==> src/rtl/control_unit.sv <==
// Hardwired control sequencer: fetch (T0-T2), decode/execute (T3-T6), plus PAUSE and HALT.
// All strobes are combinational from the current state and ir; pc_enable also waits on mem_ready.
module control_unit (
    input  logic        clk,
    input  logic        clr,
    input  logic [31:0] ir,
    input  logic        mem_ready,
    input  logic        stop,
    output logic        pc_out,
    output logic        zlo_out,
    output logic        zhi_out,
    output logic        mdr_out,
    output logic        mar_enable,
    output logic        pc_enable,
    output logic        mdr_enable,
    output logic        ir_enable,
    output logic        y_enable,
    output logic        z_enable,
    output logic        lo_enable,
    output logic        hi_enable,
    output logic        read,
    output logic        pc_increment,
    output logic        gra,
    output logic        grb,
    output logic        grc,
    output logic        r_in,
    output logic        r_out,
    output logic [4:0]  op_code,
    output logic        run
);

    typedef enum logic [3:0] {
        S_T0, S_T1, S_T2, S_T3, S_T4, S_T5, S_T6, S_PAUSE, S_HALT
    } state_t;

    state_t state;
    state_t next_state;
    state_t end_state;

    logic [4:0] opc;
    logic       is_binary;
    logic       is_wide;
    logic       is_unary;
    logic       unused_ir_fields;

    assign opc              = ir[31:27];
    assign unused_ir_fields = ^ir[26:0];

    always_comb begin
        is_binary = 1'b0;
        is_wide   = 1'b0;
        is_unary  = 1'b0;
        case (opc)
            5'b00011, 5'b00100, 5'b00101, 5'b00110, 5'b00111,
            5'b01000, 5'b01001, 5'b01010, 5'b01011: is_binary = 1'b1;
            5'b01111, 5'b10000:                     is_wide   = 1'b1;
            5'b10001, 5'b10010:                     is_unary  = 1'b1;
            default: ;
        endcase
    end

    // stop is only looked at on the last step of an instruction
    assign end_state = stop ? S_PAUSE : S_T0;

    always_ff @(posedge clk) begin
        if (clr) begin
            state <= S_T0;
        end else begin
            state <= next_state;
        end
    end

    always_comb begin
        next_state = state;
        case (state)
            S_T0:    next_state = S_T1;
            S_T1:    next_state = mem_ready ? S_T2 : S_T1;
            S_T2:    next_state = S_T3;
            S_T3:    next_state = (is_binary || is_wide || is_unary) ? S_T4 : S_HALT;
            S_T4:    next_state = (is_binary || is_wide) ? S_T5 : end_state;
            S_T5:    next_state = is_wide ? S_T6 : end_state;
            S_T6:    next_state = end_state;
            S_PAUSE: next_state = stop ? S_PAUSE : S_T0;
            S_HALT:  next_state = S_HALT;
            default: next_state = S_HALT;
        endcase
    end

    always_comb begin
        pc_out       = 1'b0;
        zlo_out      = 1'b0;
        zhi_out      = 1'b0;
        mdr_out      = 1'b0;
        mar_enable   = 1'b0;
        pc_enable    = 1'b0;
        mdr_enable   = 1'b0;
        ir_enable    = 1'b0;
        y_enable     = 1'b0;
        z_enable     = 1'b0;
        lo_enable    = 1'b0;
        hi_enable    = 1'b0;
        read         = 1'b0;
        pc_increment = 1'b0;
        gra          = 1'b0;
        grb          = 1'b0;
        grc          = 1'b0;
        r_in         = 1'b0;
        r_out        = 1'b0;
        op_code      = 5'b00000;
        run          = (state != S_PAUSE) && (state != S_HALT);
        case (state)
            S_T0: begin
                pc_out       = 1'b1;
                mar_enable   = 1'b1;
                pc_increment = 1'b1;
                z_enable     = 1'b1;
            end
            S_T1: begin
                zlo_out    = 1'b1;
                read       = 1'b1;
                mdr_enable = 1'b1;
                pc_enable  = mem_ready;
            end
            S_T2: begin
                mdr_out   = 1'b1;
                ir_enable = 1'b1;
            end
            S_T3: begin
                if (is_binary) begin
                    grb      = 1'b1;
                    r_out    = 1'b1;
                    y_enable = 1'b1;
                end else if (is_wide) begin
                    gra      = 1'b1;
                    r_out    = 1'b1;
                    y_enable = 1'b1;
                end else if (is_unary) begin
                    grb      = 1'b1;
                    r_out    = 1'b1;
                    op_code  = opc;
                    z_enable = 1'b1;
                end
            end
            S_T4: begin
                if (is_binary) begin
                    grc      = 1'b1;
                    r_out    = 1'b1;
                    op_code  = opc;
                    z_enable = 1'b1;
                end else if (is_wide) begin
                    grb      = 1'b1;
                    r_out    = 1'b1;
                    op_code  = opc;
                    z_enable = 1'b1;
                end else if (is_unary) begin
                    zlo_out = 1'b1;
                    gra     = 1'b1;
                    r_in    = 1'b1;
                end
            end
            S_T5: begin
                if (is_binary) begin
                    zlo_out = 1'b1;
                    gra     = 1'b1;
                    r_in    = 1'b1;
                end else if (is_wide) begin
                    zlo_out   = 1'b1;
                    lo_enable = 1'b1;
                end
            end
            S_T6: begin
                zhi_out   = 1'b1;
                hi_enable = 1'b1;
            end
            default: ;
        endcase
    end

endmodule

==> config.mk <==
export PLATFORM = sky130hd
export DESIGN_NAME = control_unit
export DESIGN_NICKNAME = d
export VERILOG_FILES = /design/src/rtl/control_unit.sv
export SDC_FILE = /design/constraint.sdc
export NUM_CORES = 1
export LEC_CHECK = 0
export ABC_AREA = 1
export CAP_MARGIN = 20
export CORE_MARGIN = 10
export CORE_UTILIZATION = 30
export CTS_BUF_LIST = sky130_fd_sc_hd__clkbuf_8
export CTS_CLUSTER_SIZE = 10
export DETAILED_ROUTE_END_ITERATION = 7
export GPL_TIMING_DRIVEN = 0
export PLACE_DENSITY = 0.8
export SLEW_MARGIN = 20
export SYNTH_ARGS = -nofsm -noshare
export SYNTH_HDL_FRONTEND = slang
export SYNTH_SLANG_ARGS = --single-unit
==> constraint.sdc <==
create_clock -name clk -period 1.4 [get_ports clk]
set_clock_uncertainty 0.1 [all_clocks]
set_input_delay 0.14 -clock clk [delete_from_list [all_inputs] [get_ports clk]]
set_output_delay 0.14 -clock clk [all_outputs]
set_load 0.02 [all_outputs]
; ---- Word-level counts from Yosys, hierarchy flattened
; Index checks and enable logic that the tools add are counted.
; W data, S select, Z words.
[totals]
regBits = 4
in_bits = 36
output_inout_bits = 25
word_cells = 70
[op_classes]
eq_ne = 22
mux = 39
reduce_logical = 8
[ops]
columns = op, n
row1 = $pmux W4 S7, 1
row2 = $eq A5 B4 Y1 const B, 5
row3 = $mux W5, 5
row4 = $mux W1, 21
row5 = $eq A5 B3 Y1 const B, 4
row6 = $eq A4 B3 Y1 const B, 4
row7 = $eq A5 B5 Y1 const B, 3
row8 = $mux W4, 3
row9 = $pmux W5 S2, 1
row10 = $pmux W1 S3, 3
row11 = $reduce_or A9 Y1, 1
row12 = $eq A4 B2 Y1 const B, 2
row13 = $pmux W1 S2, 3
row14 = $reduce_or A2 Y1, 3
row15 = $eq A5 B2 Y1 const B, 1
row16 = $eq A4 B1 Y1 const B, 1
row17 = $logic_not A4 Y1, 1
row18 = $ne A4 B3 Y1 const B, 1
row19 = $ne A4 B4 Y1 const B, 1
row20 = $mux W3, 1
row21 = $logic_or A1 B1 Y1, 2
row22 = $mux W2, 1
row23 = $logic_and A1 B1 Y1, 1

; ---- Longest topological paths before layout
; Gate-level depths: netlist of run 1.
[depth]
word_depth = 7
ltp_mapped = 11
mapped_depth_nobuf = 11

; ---- Worst setup path after synthesis of run 1
; No wires, ideal clock.
[synth_path]
path_kind = reg2out
startpoint = register state[1]
endpoint = output zhi_out
arrival_ns = 1.254
required_time_ns = 1.160
slack_ns = -0.094
stages_incl_launch_ff = 4
path_buffers = 1
cell_sequence = dfxtp_1 > inv_2 > nor3_1 > buf_4
[synth_between]
elab_chain_cells = 2
[synth_lines]
columns = item, line
row1 = start: declaration, 36  ; state_t state;
row2 = start signal: assignment, 69  ; state <= next_state;
row3 = $eq A4 B3 Y1, n/a
row4 = $mux W1, n/a
row5 = end: declaration, 11  ; output logic zhi_out,
; No other way between the ends.

; ---- Worst setup path in the final report of run 1
[layout_path]
startpoint = input ir[31]
endpoint = output gra
[layout_between]
elab_chain_cells = 7
word_cells_on_any_way = 26
classes_between = 13 x eq/ne / 10 x mux / 3 x reduce/logical
[layout_lines]
columns = item, line
row1 = start: declaration, 6  ; input logic [31:0] ir,
row2 = $eq A5 B5 Y1, 53  ; case (opc)
row3 = $reduce_or A2 Y1, 53
row4 = $mux W1, 53
row5 = $mux W1, 155  ; end else if (is_unary) begin
row6 = $mux W1, 150  ; end else if (is_wide) begin
row7 = $mux W1, 145  ; if (is_binary) begin
row8 = $pmux W1 S3 (*), 111  ; case (state)
row9 = end: declaration, 23  ; output logic gra,
; Every way passes the cells marked *; elsewhere a longest branch is shown, timed or not.

==> results.tsv, run 1 <==
metric	value	unit
cts_tree	built	
synth_top_family_by_area	simple AND/OR/NAND/NOR gates	
maxSlewViolCount	0	
largest_reg_flops	4	
synthSimpleGateAreaFrac	52.7	%
clockRootBuffer	clkbuf_8	
cp-endpoint	gra	
fin_util	67.2	%
pre_cts_ws	-0.861	ns
wl_per_cell	14.8	um
drt-total-wl	2.82	mm
fillers	144	
leakagePower	0.742	nW
min_period	1.66	ns
startpoint	ir[31]	
largest-register	state	
htree_levels	1	
die_x	65.7	um
port_buffers	33	
dr.pass1.iters	4	
met1_usage	11.0	%
grt_use_total	10.7	%
endpoint_kind	output pin	
synth_area	627	um2
worst_slew_pin_slew	0.302	ns
final_cell_area	1330	um2
period_share	118	%
hold_path.class	input pin to register	
grtUsageMet3	2.88	%
dr.first_iter.drc_count	13	
top_regs	state x4	
place_congestion	0.847	
num_vias	875	
status	complete, but fails checks	
fin_nets	202	
cts_buffers	3	
violations	setup timing	
synth_compound_area_share	12.2	%
drc	0	
setup_viol	22	
layout_commonest_cell	buf_4	
grt_pass1_wl	3.84	mm
grt_max_degree	6	
post_drt_via_cell_ratio	4.58	
grtUsageMet2	20.5	%
core_area	1980	um2
maxCapViolations	0	
critPathRequiredTime	1.16	ns
synth_xor_area_share	0	%
startpoint_type	input pin	
avgSynthCellArea	5.86	um2
vdd_drop_max	0.000507	V
grt_pass1_vias	825	
final_cell_mix	buf_4 (29), buf_6 (18), inv_1 (14), nand2_4 (10), nand2_1 (9)	
synth-seq-cells	4	
die_height	65.7	um
antenna-diode-count	0	
dp_hpwl	1.70	mm
hold_violations	0	
r2r_slack	0.03	ns
busiest_layer	met2	
placedInstanceArea	996	um2
clk_latency	0.21	ns
fin_total_pwr	0.808	mW
grt.overflow.total	0	
die_area	4320	um2
worstReg2RegStart	state[1]	
worstPathArrival	1.42	ns
yosysWarnings	0	
syn_inst	107	
initial_core_util	31.6	%
syn_to_final_growth	112	%
antenna_found_initial	0	
synthMuxAreaShare	0	%
reg2reg_depth	9	
synth_nets	143	
setup_ws	-0.256	ns
power_density	607	nW/um2
synthAdderAreaFrac	0	%
layout-drive-gt1-share	68.3	%
num_io_pins	61	
slew_headroom	79.6	%
yosys.cell_types.count	23	
max_freq	604	MHz
yosysSeqAreaShare	12.8	%
ant_nets	0	
rsz0062_at_grt	true	
path_clk_slew	0.03	ns
rows	16	
clockBufferDepth	2	
numClockSinks	4	
crit_path_max_fanout	4	
worstSetupPathType	input pin to output pin	
worst_r2r_endpoint	state[1]	
==> per-stage QoR <==
stage	instances	hold WS (ns)	TNS, ns
after floorplan	107	0.109	-0.0881
after global placement	167	0.410	-13.20
after detailed placement	167	0.417	-14.02
after CTS	184	0.443	-1.86
after global routing	191	0.464	-4.15
final	191	0.444	-2.74
==> worst min-delay path by stage <==
stage,end,depth (start not counted),start,slack [ns]
floorplan,state[0],1,clr,0.11
global placement,state[3],2,state[3],0.41
detailed placement,state[3],2,state[3],0.42
CTS,state[1],2,clr,0.44
global route,state[3],2,clr,0.46
finish,state[0],2,clr,0.44
==> per-layer routing <==
| layer | up-vias | wire (um) |
|---|---|---|
| li1 | 433 | - |
| met1 | 422 | 1120 |
| met2 | 20 | 1550 |
| met3 | 0 | 154 |
| met4 | 0 | 0 |
| met5 | - | 0 |
==> cells by family after synthesis <==
| group | count (synthesis) |
|---|---|
| AND/OR/NAND/NOR | 59 |
| AO/OA/AOI/OAI | 12 |
| buffers and inverters | 32 |
| flip-flops | 4 |
==> what timing repair did <==
| action | CTS | global route |
|---|---|---|
| hold buffers | 0 | 0 |
| pin swaps | 9 | 11 |
| gates cloned | 0 | 0 |
| resized for setup | 146 | 54 |
| setup endpoints to repair | 26 | 28 |
| buffers inserted | 14 | 10 |
==> power by group <==
part,internal [mW],leakage [nW],switching [mW]
Clock,0.183,0.0216,0.0587
Sequential,0.123,0.0349,0.0172
Combinational,0.201,0.686,0.224
==> Yosys cell counts <==
cell type	n	area share, %
a21oi_1	4	3.2
and2_4	1	1.4
buf_4	5	6.0
clkinv_1	1	0.60
clkinv_2	1	0.80
dfxtp_1	4	13
inv_1	16	9.6
inv_2	9	5.4
nand2_1	15	9.0
nand2_2	7	7.0
nand2_4	4	7.2
nand3_1	6	4.8
nand3_2	1	1.6
nand3_4	1	2.8
nand4_1	2	2.0
nor2_1	13	7.8
nor2_2	5	5.0
nor2_4	1	1.8
nor3_1	3	2.4
o211ai_1	1	1.2
o21ai_0	4	3.2
o21ai_2	2	2.8
o21bai_2	1	1.8
==> critical path: stages <==
cell           delay, ns
dlygate4sd2_1       0.34
inv_1               0.08
nor2_1              0.18
nand2_2             0.12
inv_2               0.07
nand2_1             0.08
o21ai_4             0.09
inv_2               0.06
o21ai_1             0.08
buf_4               0.16
==> final cells by class <==
cell class | count | area [um2] | share of cell area (%)
multi-input cells | 71 | 542 | 40.7
repair buffers | 54 | 464 | 34.9
inverters | 27 | 115 | 8.65
flip-flops and latches | 4 | 90.1 | 6.77
plain buffers | 5 | 45.0 | 3.38
clock buffers | 3 | 41.3 | 3.10
well taps | 27 | 33.8 | 2.54
(Power assumes the default switching activity.)
==> run 2: changes to the inputs <==
--- a/config.mk
+++ b/config.mk
@@ -14,6 +14,7 @@
 export DETAILED_ROUTE_END_ITERATION = 7
 export GPL_TIMING_DRIVEN = 0
 export PLACE_DENSITY = 0.8
+export REMOVE_ABC_BUFFERS = 1
 export SLEW_MARGIN = 20
 export SYNTH_ARGS = -nofsm -noshare
 export SYNTH_HDL_FRONTEND = slang
==> run 2 against run 1 <==
  * The flow still finishes with violations (setup timing)
  * Setup slack improved by 0.053 ns
  * Final area fell by 5.3%
  * Fmax rose by 3.3%
  * Global-route usage rose by 0.13 points
  * Combinational power fell by 6.1%
  * Sequential share of layout area rose by 0.77 points
  * Non-clock buffer count fell by 9
  * Register-to-register slack got worse by 0.07 ns
  * Clock power barely moved
  * Die area did not move
  * Hold slack got worse by 0.0039 ns
  * Largest power group unchanged
==> results.tsv, run 2 (synthesized netlist as in run 1, its figures left out) <==
metric	value	unit
grtUsageMet2	19.4	%
grt_use_total	10.8	%
leakagePower	0.698	nW
cts_tree	built	
antenna-diode-count	0	
met1_usage	11.3	%
layout_commonest_cell	buf_4	
hold_path.class	input pin to register	
seqPwrFrac	17.4	%
worstReg2RegStart	state[3]	
clockBufferDepth	2	
comb_power_share	51.4	%
grt_pass1_wl	3.84	mm
wl_per_cell	14.3	um
antenna_found_initial	0	
num_vias	858	
rsz0062_at_grt	true	
numClockSinks	4	
crit_buf_inv	2	
status	complete, but fails checks	
clock_power_share	31.2	%
finalNonFillerCells	182	
cts_buffers	3	
cpLargestDelayFamily	simple AND/OR/NAND/NOR gates	
setup_viol	24	
num_io_pins	61	
dr.first_iter.drc_count	34	
grt_pass1_vias	811	
busiest_layer	met2	
startpoint_type	register	
startpoint	state[2]	
power_density	616	nW/um2
violations	setup timing	
ant_nets	0	
dp.cells	162	
post_drt_via_cell_ratio	4.71	
setup_tns	-2.05	ns
min_from	ir[28]	
die_x	65.7	um
htree_levels	1	
postCtsHoldBufs	0	
maxCapViolations	0	
endpoint_kind	output pin	
port_buffers	33	
die_height	65.7	um
clockRootBuffer	clkbuf_8	
syn_to_final_growth	101	%
place_congestion	0.864	
grt_max_degree	6	
grtUsageMet3	3.56	%
layout-drive-gt1-share	67.1	%
top_regs	state x4	
initial_core_util	31.6	%
critPathRequiredTime	1.16	ns
dp_hpwl	1.63	mm
max_freq	624	MHz
grt.overflow.total	0	
vdd_drop_max	0.000551	V
final_cell_mix	buf_4 (21), buf_6 (18), inv_1 (14)	
fin_nets	193	
worstPathCellList	nor2_4, nand2_4, inv_4, nand2_1, and2_4, nor2_4, buf_6	
maxSlewViolCount	0	
slew_headroom	84.5	%
worstSetupPathType	register to output pin	
min_period	1.60	ns
worst_slew_pin_slew	0.232	ns
largest-register	state	
crit_path_frequent_cell	nor2_4	
p_int	0.485	mW
netSwitchingPower	0.291	mW
worstPathArrival	1.36	ns
core_area	1980	um2
clk_latency	0.22	ns
swShare	37.5	%
crit_path_max_fanout	4	
hold_violations	0	
dr.pass1.iters	4	
critPathSlowestCell	dfxtp_4	
whs	0.440	ns
critical-path-max-stage-delay	0.35	ns
largest_reg_flops	4	
drt-total-wl	2.60	mm
path_clk_slew	0.03	ns
setup_ws	-0.202	ns
die_area	4320	um2
rows	16	
period_share	114	%
drc	0	
## run 2: cell count changes in the layout (fill, tap and decap cells not counted), moves of 2 or more
cell	change
dfxtp_2	-2
clkdlybuf4s15_1	-2
nand2_2	+2
buf_4	-8
dfxtp_4	+2
nor2_1	+2
## run 2: path summary, 6_finish.rpt
kind                endpoint  slack (ns)  cells past startpoint
hold reg to reg     state[3]        0.52                      3
setup reg to reg    state[0]       -0.04                      9
hold / removal      state[3]        0.44                      6
setup / recovery  op_code[1]       -0.20                      7
## run 2: layout make-up
cell class                      count  area (um2)
Fill cell                         142         721
Tap cell                           27        33.8
Timing Repair Buffer               50         440
Inverter                           27         121
Multi-Input combinational cell     71         529
Clock buffer                        3        41.3
Sequential cell                     4        95.1
## run 2: power by group through the flow
stage | sequential (mW) | clock (mW) | combinational, mW
2_1_floorplan | 0.131 | 0 | 0.162
4_1_cts | 0.133 | 0.240 | 0.305
3_5_place_dp | 0.132 | 0 | 0.294
5_1_grt | 0.137 | 0.249 | 0.428
3_3_place_gp | 0.132 | 0 | 0.288
6_report | 0.135 | 0.242 | 0.399
## run 2: timing repair
action / 4_1_cts / 5_1_grt
buffers inserted: 8 / 9
pin swaps: 11 / 9
gates resized for setup: 152 / 57
endpoints found under the setup margin: 26 / 25
## run 2: routing by layer
layer  vias to the layer above  share of wire, %
met5                         -                 0
met4                         0              0.73
met3                         3               5.7
met2                        28                55
met1                       409                38
li1                        418                 -
## run 2: through the flow
stage	power (mW)	instance area [um2]	worst slack, ns	util (%)
6_report	0.777	1260	-0.202	63.6
5_1_grt	0.814	1260	-0.258	63.6
4_1_cts	0.679	1050	-0.175	53.0
3_5_place_dp	0.427	953	-0.878	48.1
3_3_place_gp	0.420	953	-0.839	48.1
2_1_floorplan	0.293	589	-0.178	-
## run 2: worst min-delay path, stage by stage
cell	delay [ns]
clkbuf_2	0.13
nor2_4	0.05
nor2_1	0.11
nand2_2	0.09
nand4_1	0.12
a21oi_1	0.07
==> run 3: changes to the inputs <==
--- a/config.mk
+++ b/config.mk
@@ -10,7 +10,7 @@
 export CORE_MARGIN = 10
 export CORE_UTILIZATION = 30
 export CTS_BUF_LIST = sky130_fd_sc_hd__clkbuf_8
-export CTS_CLUSTER_SIZE = 10
+export CTS_CLUSTER_SIZE = 12
 export DETAILED_ROUTE_END_ITERATION = 7
 export GPL_TIMING_DRIVEN = 0
 export PLACE_DENSITY = 0.8
==> results of run 3 <==
Same layout as run 2: the final DEF is identical, and so are final timing and power.
